`src/rtl/rs232_pkg.sv`:
```
// Shared definitions for the rs232 transmit-side arbiters: FSM encoding,
// default line width and a one-hot to index helper.
package rs232_pkg;

  localparam int DEFAULT_DATA_W = 8;
  localparam int MAX_REQ        = 8;

  typedef enum logic [2:0] {
    S_IDLE      = 3'd0,
    S_LAUNCH    = 3'd1,
    S_WAIT_BUSY = 3'd2,
    S_WAIT_DONE = 3'd3,
    S_HOLD      = 3'd4
  } arb_state_e;

  function automatic logic [2:0] onehot_to_idx(input logic [MAX_REQ-1:0] oh);
    logic [2:0] idx;
    idx = '0;
    for (int i = 0; i < MAX_REQ; i++) begin
      if (oh[i]) idx = 3'(i);
    end
    return idx;
  endfunction

endpackage

```
`src/rtl/rs232_tx_arbiter_rr_pick.sv`:
```
// Combinational round-robin search: first set request at or after the
// pointer, wrapping past the top index, returned one-hot.
module rr_pick #(
  parameter int N  = 4,
  parameter int PW = (N > 1) ? $clog2(N) : 1
) (
  input  logic [N-1:0]  req_i,
  input  logic [PW-1:0] ptr_i,
  output logic [N-1:0]  grant_o
);

  localparam int SW = PW + 1;

  logic [SW-1:0] sum;
  logic [PW-1:0] idx;
  logic          found;

  always_comb begin
    grant_o = '0;
    found   = 1'b0;
    sum     = '0;
    idx     = '0;
    for (int i = 0; i < N; i++) begin
      // ptr + i never exceeds 2N-2, so one subtraction is enough to wrap.
      sum = {1'b0, ptr_i} + SW'(i);
      if (sum >= SW'(N)) sum = sum - SW'(N);
      idx = sum[PW-1:0];
      if (!found && req_i[idx]) begin
        grant_o[idx] = 1'b1;
        found        = 1'b1;
      end
    end
  end

endmodule

```
`src/rtl/rs232_tx_arbiter.sv`:
```
// Round-robin sequencer sharing one rs232 transmitter between N_REQ byte
// sources, with a packet lock that a silent owner loses after LOCK_TO cycles.
module rs232_tx_arbiter
  import rs232_pkg::*;
#(
  parameter int N_REQ   = 4,
  parameter int DATA_W  = DEFAULT_DATA_W,
  parameter int LOCK_TO = 1023
) (
  input  logic                    clk_in,
  input  logic                    rst_in,
  input  logic [N_REQ-1:0]        req_valid_in,
  input  logic [N_REQ*DATA_W-1:0] req_data_in,
  input  logic [N_REQ-1:0]        req_last_in,
  output logic [N_REQ-1:0]        req_ack_out,
  output logic [N_REQ-1:0]        grant_out,
  output logic [DATA_W-1:0]       tx_data_out,
  output logic                    tx_start_out,
  input  logic                    tx_busy_in
);

  localparam int PW    = $clog2(N_REQ);
  localparam int CNT_W = $clog2(LOCK_TO + 1);
  localparam logic [CNT_W-1:0] LOCK_MAX = CNT_W'(LOCK_TO);

  arb_state_e        state_q;
  logic [N_REQ-1:0]  grant_q;
  logic [PW-1:0]     gidx_q;
  logic [PW-1:0]     ptr_q;
  logic              last_q;
  logic [CNT_W-1:0]  cnt_q;
  logic [DATA_W-1:0] tx_data_q;
  logic              tx_start_q;
  logic [N_REQ-1:0]  ack_q;

  logic [N_REQ-1:0]  pick;
  logic [PW-1:0]     pick_idx;
  logic [PW-1:0]     ptr_d;
  logic [CNT_W-1:0]  cnt_d;
  logic [DATA_W-1:0] tx_byte_d;
  logic              ack_cycle;

  rr_pick #(.N(N_REQ), .PW(PW)) u_pick (
    .req_i   (req_valid_in),
    .ptr_i   (ptr_q),
    .grant_o (pick)
  );

  assign pick_idx  = PW'(onehot_to_idx(MAX_REQ'(pick)));
  assign ptr_d     = (gidx_q == PW'(N_REQ - 1)) ? '0 : gidx_q + 1'b1;
  assign cnt_d     = (cnt_q == LOCK_MAX) ? cnt_q : cnt_q + 1'b1;
  // The requester still shows the acked byte during the ack pulse, so
  // IDLE and HOLD must not look at valid in that cycle.
  assign ack_cycle = |ack_q;

  always_comb begin
    tx_byte_d = '0;
    for (int i = 0; i < N_REQ; i++) begin
      if (gidx_q == PW'(i)) tx_byte_d = req_data_in[i*DATA_W +: DATA_W];
    end
  end

  // NOTE: every register here uses <= so all of them see the pre-edge
  // values of one another, regardless of statement order.
  always_ff @(posedge clk_in) begin
    if (rst_in) begin
      state_q    <= S_IDLE;
      grant_q    <= '0;
      gidx_q     <= '0;
      ptr_q      <= '0;
      last_q     <= 1'b0;
      cnt_q      <= '0;
      tx_data_q  <= '0;
      tx_start_q <= 1'b0;
      ack_q      <= '0;
    end else begin
      tx_start_q <= 1'b0;
      ack_q      <= '0;
      unique case (state_q)
        S_IDLE: begin
          if (!ack_cycle && |req_valid_in) begin
            grant_q <= pick;
            gidx_q  <= pick_idx;
            state_q <= S_LAUNCH;
          end
        end
        S_LAUNCH: begin
          if (!tx_busy_in) begin
            tx_data_q  <= tx_byte_d;
            tx_start_q <= 1'b1;
            last_q     <= req_last_in[gidx_q];
            state_q    <= S_WAIT_BUSY;
          end
        end
        S_WAIT_BUSY: begin
          if (tx_busy_in) state_q <= S_WAIT_DONE;
        end
        S_WAIT_DONE: begin
          if (!tx_busy_in) begin
            ack_q <= grant_q;
            cnt_q <= '0;
            if (last_q) begin
              ptr_q   <= ptr_d;
              grant_q <= '0;
              state_q <= S_IDLE;
            end else begin
              state_q <= S_HOLD;
            end
          end
        end
        S_HOLD: begin
          if (!ack_cycle) begin
            if (req_valid_in[gidx_q]) begin
              cnt_q   <= '0;
              state_q <= S_LAUNCH;
            end else if (cnt_d == LOCK_MAX) begin
              cnt_q   <= '0;
              ptr_q   <= ptr_d;
              grant_q <= '0;
              state_q <= S_IDLE;
            end else begin
              cnt_q <= cnt_d;
            end
          end
        end
        default: state_q <= S_IDLE;
      endcase
    end
  end

  assign req_ack_out  = ack_q;
  assign grant_out    = grant_q;
  assign tx_data_out  = tx_data_q;
  assign tx_start_out = tx_start_q;

endmodule

```
`config.mk`:
```
export PLATFORM = sky130hd
export DESIGN_NAME = rs232_tx_arbiter
export DESIGN_NICKNAME = d
export VERILOG_FILES = /design/src/rtl/rs232_pkg.sv /design/src/rtl/rs232_tx_arbiter_rr_pick.sv /design/src/rtl/rs232_tx_arbiter.sv
export SDC_FILE = /design/constraint.sdc
export NUM_CORES = 1
export LEC_CHECK = 0
export ABC_AREA = 1
export BUFFER_PORTS_ARGS = -buffer_cell sky130_fd_sc_hd__buf_2
export CORE_MARGIN = 4
export CORE_UTILIZATION = 56
export CTS_BUF_LIST = sky130_fd_sc_hd__clkbuf_4
export DETAILED_ROUTE_END_ITERATION = 10
export GPL_TIMING_DRIVEN = 0
export PLACE_DENSITY = 0.83
export SYNTH_ARGS = -nofsm -noshare
export SYNTH_HDL_FRONTEND = slang
export SYNTH_SLANG_ARGS = --single-unit
```
`constraint.sdc`:
```
create_clock -name clk_in -period 2.4 [get_ports clk_in]
set_input_delay 0.24 -clock clk_in [delete_from_list [all_inputs] [get_ports clk_in]]
set_output_delay 0.24 -clock clk_in [all_outputs]
set_load 0.02 [all_outputs]
```
==> Word-level counts from Yosys, hierarchy flattened <==
Cells that the tools add are included.
{ "op_classes": {"n_addsub": 9, "n_mul": 0, "n_div": 0, "magnitude_cmp": 13, "eq_ne": 18, "shifts": 0, "muxes": 68, "bitwise": 6, "n_reduce_logical": 26} }
{ "op_table": {"columns": ["cell", "count"], "rows": [
  ["2-to-1 mux 10 bit", 5],
  ["2-to-1 mux 4 bit", 10],
  ["2-to-1 mux 8 bit", 4],
  ["2-to-1 mux 2 bit", 12],
  ["2-to-1 mux 3 bit", 8],
  ["equality test 10 bit, second input constant", 2],
  ["one-hot mux 10 bit (2 select lines)", 1],
  ["inequality test 2 bit, second input constant", 8],
  ["< comparator 2 x 3 -> 1 bit, second input constant", 5],
  ["2-to-1 mux 1 bit", 15],
  ["one-hot mux 3 bit (5 select lines)", 1],
  ["binary-select mux 1 bit (select 2 bit)", 6],
  ["OR 4 bit", 3],
  ["one-hot mux 4 bit (3 select lines)", 1],
  ["AND reduction 6 bit", 2],
  ["adder 10 x 1 -> 10 bit, second input constant", 1],
  ["greater-or-equal comparator 3 bit, second input constant", 3],
  ["demux 1 bit (select 2 bit)", 4],
  ["greater-or-equal comparator 2 x 1 -> 1 bit, second input constant", 4],
  ["logical AND 1 bit", 8],
  ["OR reduction 4 bit", 2],
  ["subtractor 2 x 1 -> 2 bit, second input constant", 4],
  ["AND reduction 7 bit", 1],
  ["adder 2 x 2 -> 3 bit, second input constant", 2],
  ["20 further kinds", 28]
]} }
{ "word_totals": {"ff_bits": 35, "latchBits": 0, "ram_bits": 0, "rom_bits": 0, "inputBits": 43, "output_inout_bits": 17, "elab_cells": 149, "n_memories": 0} }

==> Depth between registers and ports, before layout <==
{ "depth": {"ltp_word": 17, "depth_mapped": 14} }

==> By module <==
Synthesis repeated with hierarchy kept, for this count alone.
{ "hier_totals": {"hier_cells": 412, "hier_area_um2": 2549.9} }
{ "by_module_without_submodules": {"columns": ["mod", "n_inst", "cells_each", "area_per_inst_um2", "seq_area_each_um2"], "rows": [
  ["rs232_tx_arbiter", 1, 339, 2153.3, 700.7],
  ["rr_pick", 1, 73, 396.6, 0.0]
]} }

==> Least setup slack after synthesis <==
OpenSTA, ideal clock, no wires.
{ "synth_path": {"path_kind": "flip-flop to flip-flop", "startpoint": "reg ptr_q[0]", "endpoint": "reg grant_q[3], in the netlist grant_out[3]", "setup_ns": 0.064, "arrival_time_ns": 1.764, "t_required_ns": 2.336, "setup_slack_ns": 0.572, "stages_incl_launch_ff": 14, "path_buffers": 0, "path_cell_list": "dfxtp_1 inv_2 ha_1 inv_1 nand3_1 nand2_1 nand2_1 nor2_2 nand2_1 nand3_1 nand2_1 nand4_1 nand2_1 nor2_1"} }
{ "synth_between": {"elab_chain_len": 16, "elab_cells_between_ends": 61, "cone_classes": "7 x add/sub; 12 x order compare; 29 x mux; 3 x bitwise; 10 x reduce/logical"} }
{ "synth_lines": {"columns": ["element", "line_no", "source"], "rows": [
  ["start, declared", "rs232_tx_arbiter.sv:29", "logic [PW-1:0] ptr_q;"],
  ["start signal, assigned", "rs232_tx_arbiter.sv:103", "ptr_q <= ptr_d;"],
  ["start signal, assigned", "rs232_tx_arbiter.sv:118", "ptr_q <= ptr_d;"],
  ["branches (longest 13 deep; another with adder 2 x 1 -> 3 bit)", null, null],
  ["2-to-1 mux 4 bit (*)", "rs232_tx_arbiter_rr_pick.sv:28", "if (!found && req_i[idx]) begin"],
  ["2-to-1 mux 4 bit (*)", "rs232_tx_arbiter.sv:81", "if (!ack_cycle && |req_valid_in) begin"],
  ["one-hot mux 4 bit (3 select lines) (*)", "rs232_tx_arbiter.sv:79", "unique case (state_q)"],
  ["end signal, assigned", "rs232_tx_arbiter.sv:82", "grant_q <= pick;"],
  ["end, declared", "rs232_tx_arbiter.sv:27", "logic [N_REQ-1:0] grant_q;"]
]} }
Every way passes the cells marked *. The select of a mux whose other input is x is not followed.
A chain may end at the register's enable or synchronous reset.

==> Worst setup path in the final report <==
{ "layout_path": {"startpoint": "reg ptr_q[1]", "endpoint": "reg grant_q[1], in the netlist grant_out[1]"} }
Same word-level chain as after synthesis.

==> flow_metrics.tcl <==
set metrics [dict create \
    cp-end-kind "flop" \
    drive_gt1_share_pct 19.5 \
    syn_inst 406 \
    avgSynthCellArea_um2 6.28 \
    die_area_um2 5690 \
    wl_um 6150 \
    crit_type "flop to flop" \
    p_int_mw 1.55 \
    synthDistinctLibCells 30 \
    tightest_slew_ns 0.478 \
    n_antenna_cell 0 \
    cp-start-kind "flop" \
    clkPwrFrac_pct 10.5 \
    antenna_found_initial 0 \
    start_util_pct 58.1 \
    p_switching_mw 1.64 \
    nets 527 \
    setup_violations 0 \
    drc 0 \
    synth_warnings 0 \
    required_ns 2.69 \
    numPortBuffers 59 \
    first_iter_violations 162 \
    gp_congestion 0.891 \
    p_per_area_nw_per_um2 1070 \
    cts_buffers 5 \
    fmax_mhz 482 \
    synth_top_area_share_pct 27.5 \
    overflow 0 \
    cts_num_sinks 35 \
    postCtsHoldBufs 0 \
    postCtsSetupBuffers 0 \
    drtPass1Iterations 5 \
    yosysTopAreaCell "dfxtp_1" \
    yosysSeqAreaShare_pct 27.5 \
    period_needed_ns 2.08 \
    ioPinCount 60 \
    clk_latency_ns 0.35 \
    stdcell_count 525 \
    grt_start_max_net_pins 14 \
    dp.cells 517 \
    min-delay-path-class "primary input to flop" \
    grtUsageMet2_pct 36.9 \
    path_max_fanout 7 \
    rows 24 \
    ir_worst_vdd_v 0.000578 \
    cts_buffer_depth 2 \
    syn_nets 461 \
    leakage_nw 1.48 \
    synth_ff_type "dfxtp_1" \
    grt_use_met1_pct 30.4 \
    finalSetupTns_ns 0 \
    power.share.switching_pct 51.4 \
    synth_edf_count 0 \
    hold_viol 0 \
    grt_util_all_layers_pct 22.7 \
    maxSlewViolCount 0 \
    wl_per_cell_um 11.7 \
    async_flop_share_pct 0 \
    fin_crit_sh_pct 86.5 \
    synthTopCellsByCount "nand2_1 (103), inv_1 (45), nand3_1 (43)" \
    worstPathArrival_ns 2.37 \
    via_per_inst 5.35 \
    gr-max-usage-layer "met2" \
    grt_setup_unrepaired "false" \
    htreeDepth 2 \
    ys_ff_latch 35 \
    antenna_left 0 \
    yosysMostFrequentCell "nand2_1" \
    cts_tree "yes" \
    maxCapViolCount 0 \
    fp.coreArea_um2 4380 \
    via_count 2810 \
    slew_headroom_pct 68.1 \
    synth_area_leaders "dfxtp_1 (27%), nand2_1 (15%), nand3_1 (8.4%), a21oi_1 (6.9%), o21ai_0 (6.7%)" \
    cts_resized 0 \
    p_comb_share_pct 58.5 \
    clkSlewWorstSetupHoldPaths_ns 0.12 \
    cts_root_buffer "clkbuf_4" \
    areaGrowthSynthToFinish_pct 16.6 \
    power_frac_seq_pct 31.0 \
    dpl.hpwl_um 4900 \
    die_y_um 75.5 \
    die-width_um 75.5 \
    run_status "finished clean" \
    clock_skew_ns 0.0123 \
    grt_pass1_vias 2413 \
    syn_area_um2 2550 \
    grt_pass1_wl_um 10200 \
    holdWs_ns 0.0399 \
    met3_usage_pct 3.83 \
]
routing by layer:
metal	vias up	part of all wire, %	wire length [um]
li1	1469	-	-
met1	1249	45	2790
met2	79	46	2820
met3	13	6.6	406
met4	0	2.0	123
met5	-	0	0
power by group through the flow:
| stage | Clock, mW | Combinational [mW] | Sequential [mW] |
|---|---|---|---|
| floorplan | 0 | 1.40 | 1.01 |
| global placement | 0 | 1.80 | 0.984 |
| detailed placement | 0 | 1.85 | 0.994 |
| CTS | 0.344 | 1.86 | 0.979 |
| global route | 0.379 | 2.14 | 1.01 |
| finish | 0.335 | 1.86 | 0.987 |
critical path: stages, from the launching register on:
cell	delay, ns
dfxtp_1	0.49
inv_1	0.17
ha_1	0.36
inv_1	0.11
nand3_1	0.08
nand2_1	0.07
nand2_1	0.08
nor2_2	0.19
nand2_1	0.07
nand3_1	0.10
nand2_1	0.06
nand4_1	0.10
nand2_1	0.05
nor2_1	0.09
cell type report:
cell class	count	area [um2]
multi-input combinational	311	1620
sequential	35	702
clock buffer	5	37.5
tap	52	65.1
inverter	51	191
clock inverter	3	23.8
timing repair buffer	59	295
fill	393	1410
buffer	9	33.8
kinds of logic after synthesis:
family	after synthesis	synth area share (%)
xor+xnor	3	1.03
buf+inv	60	8.84
simple gates	214	39.5
compound gates	82	17.2
fa+ha+maj	12	5.89
flops	35	27.5
layout by cell type (no fill, tap or decap), types with 12 or more instances in the layout:
cell type | synthesis | final
ha_1 | 12 | 12
nand3_1 | 43 | 43
nor2_1 | 36 | 36
a21oi_1 | 35 | 35
nand2_1 | 103 | 103
inv_1 | 45 | 45
o21ai_0 | 34 | 34
dfxtp_1 | 35 | 34
buf_2 | 0 | 59
sequential cells by signal, summed over array words and instances (netlist names):
register,flops
cnt_q,10
gidx_q,2
grant_out,4
last_q,1
ptr_q,2
req_ack_out,4
state_q,3
tx_data_out,8
tx_start_out,1
worst paths after layout:
path                                    from             end  slack, ns  cells after the start
worst max-delay path                ptr_q[1]    grant_out[1]       0.32                     13
worst max register to register      ptr_q[1]    grant_out[1]       0.32                     13
worst min-delay path                  rst_in    tx_start_out       0.04                      2
worst min register to register  grant_out[1]  req_ack_out[1]       0.46                      2
through the flow:
stage / power (mW) / worst slack [ns] / util, % / cell area [um2]
3_3_place_gp: 2.78 / 0.271 / 66.4 / 2910
2_1_floorplan: 2.40 / 0.572 / - / 2550
5_1_grt: 3.52 / 0.00370 / 67.8 / 2970
3_5_place_dp: 2.84 / 0.197 / 66.4 / 2910
6_report: 3.18 / 0.324 / 67.8 / 2970
4_1_cts: 3.18 / 0.147 / 67.8 / 2970
Note: power is estimated with default switching activity, not from simulation.
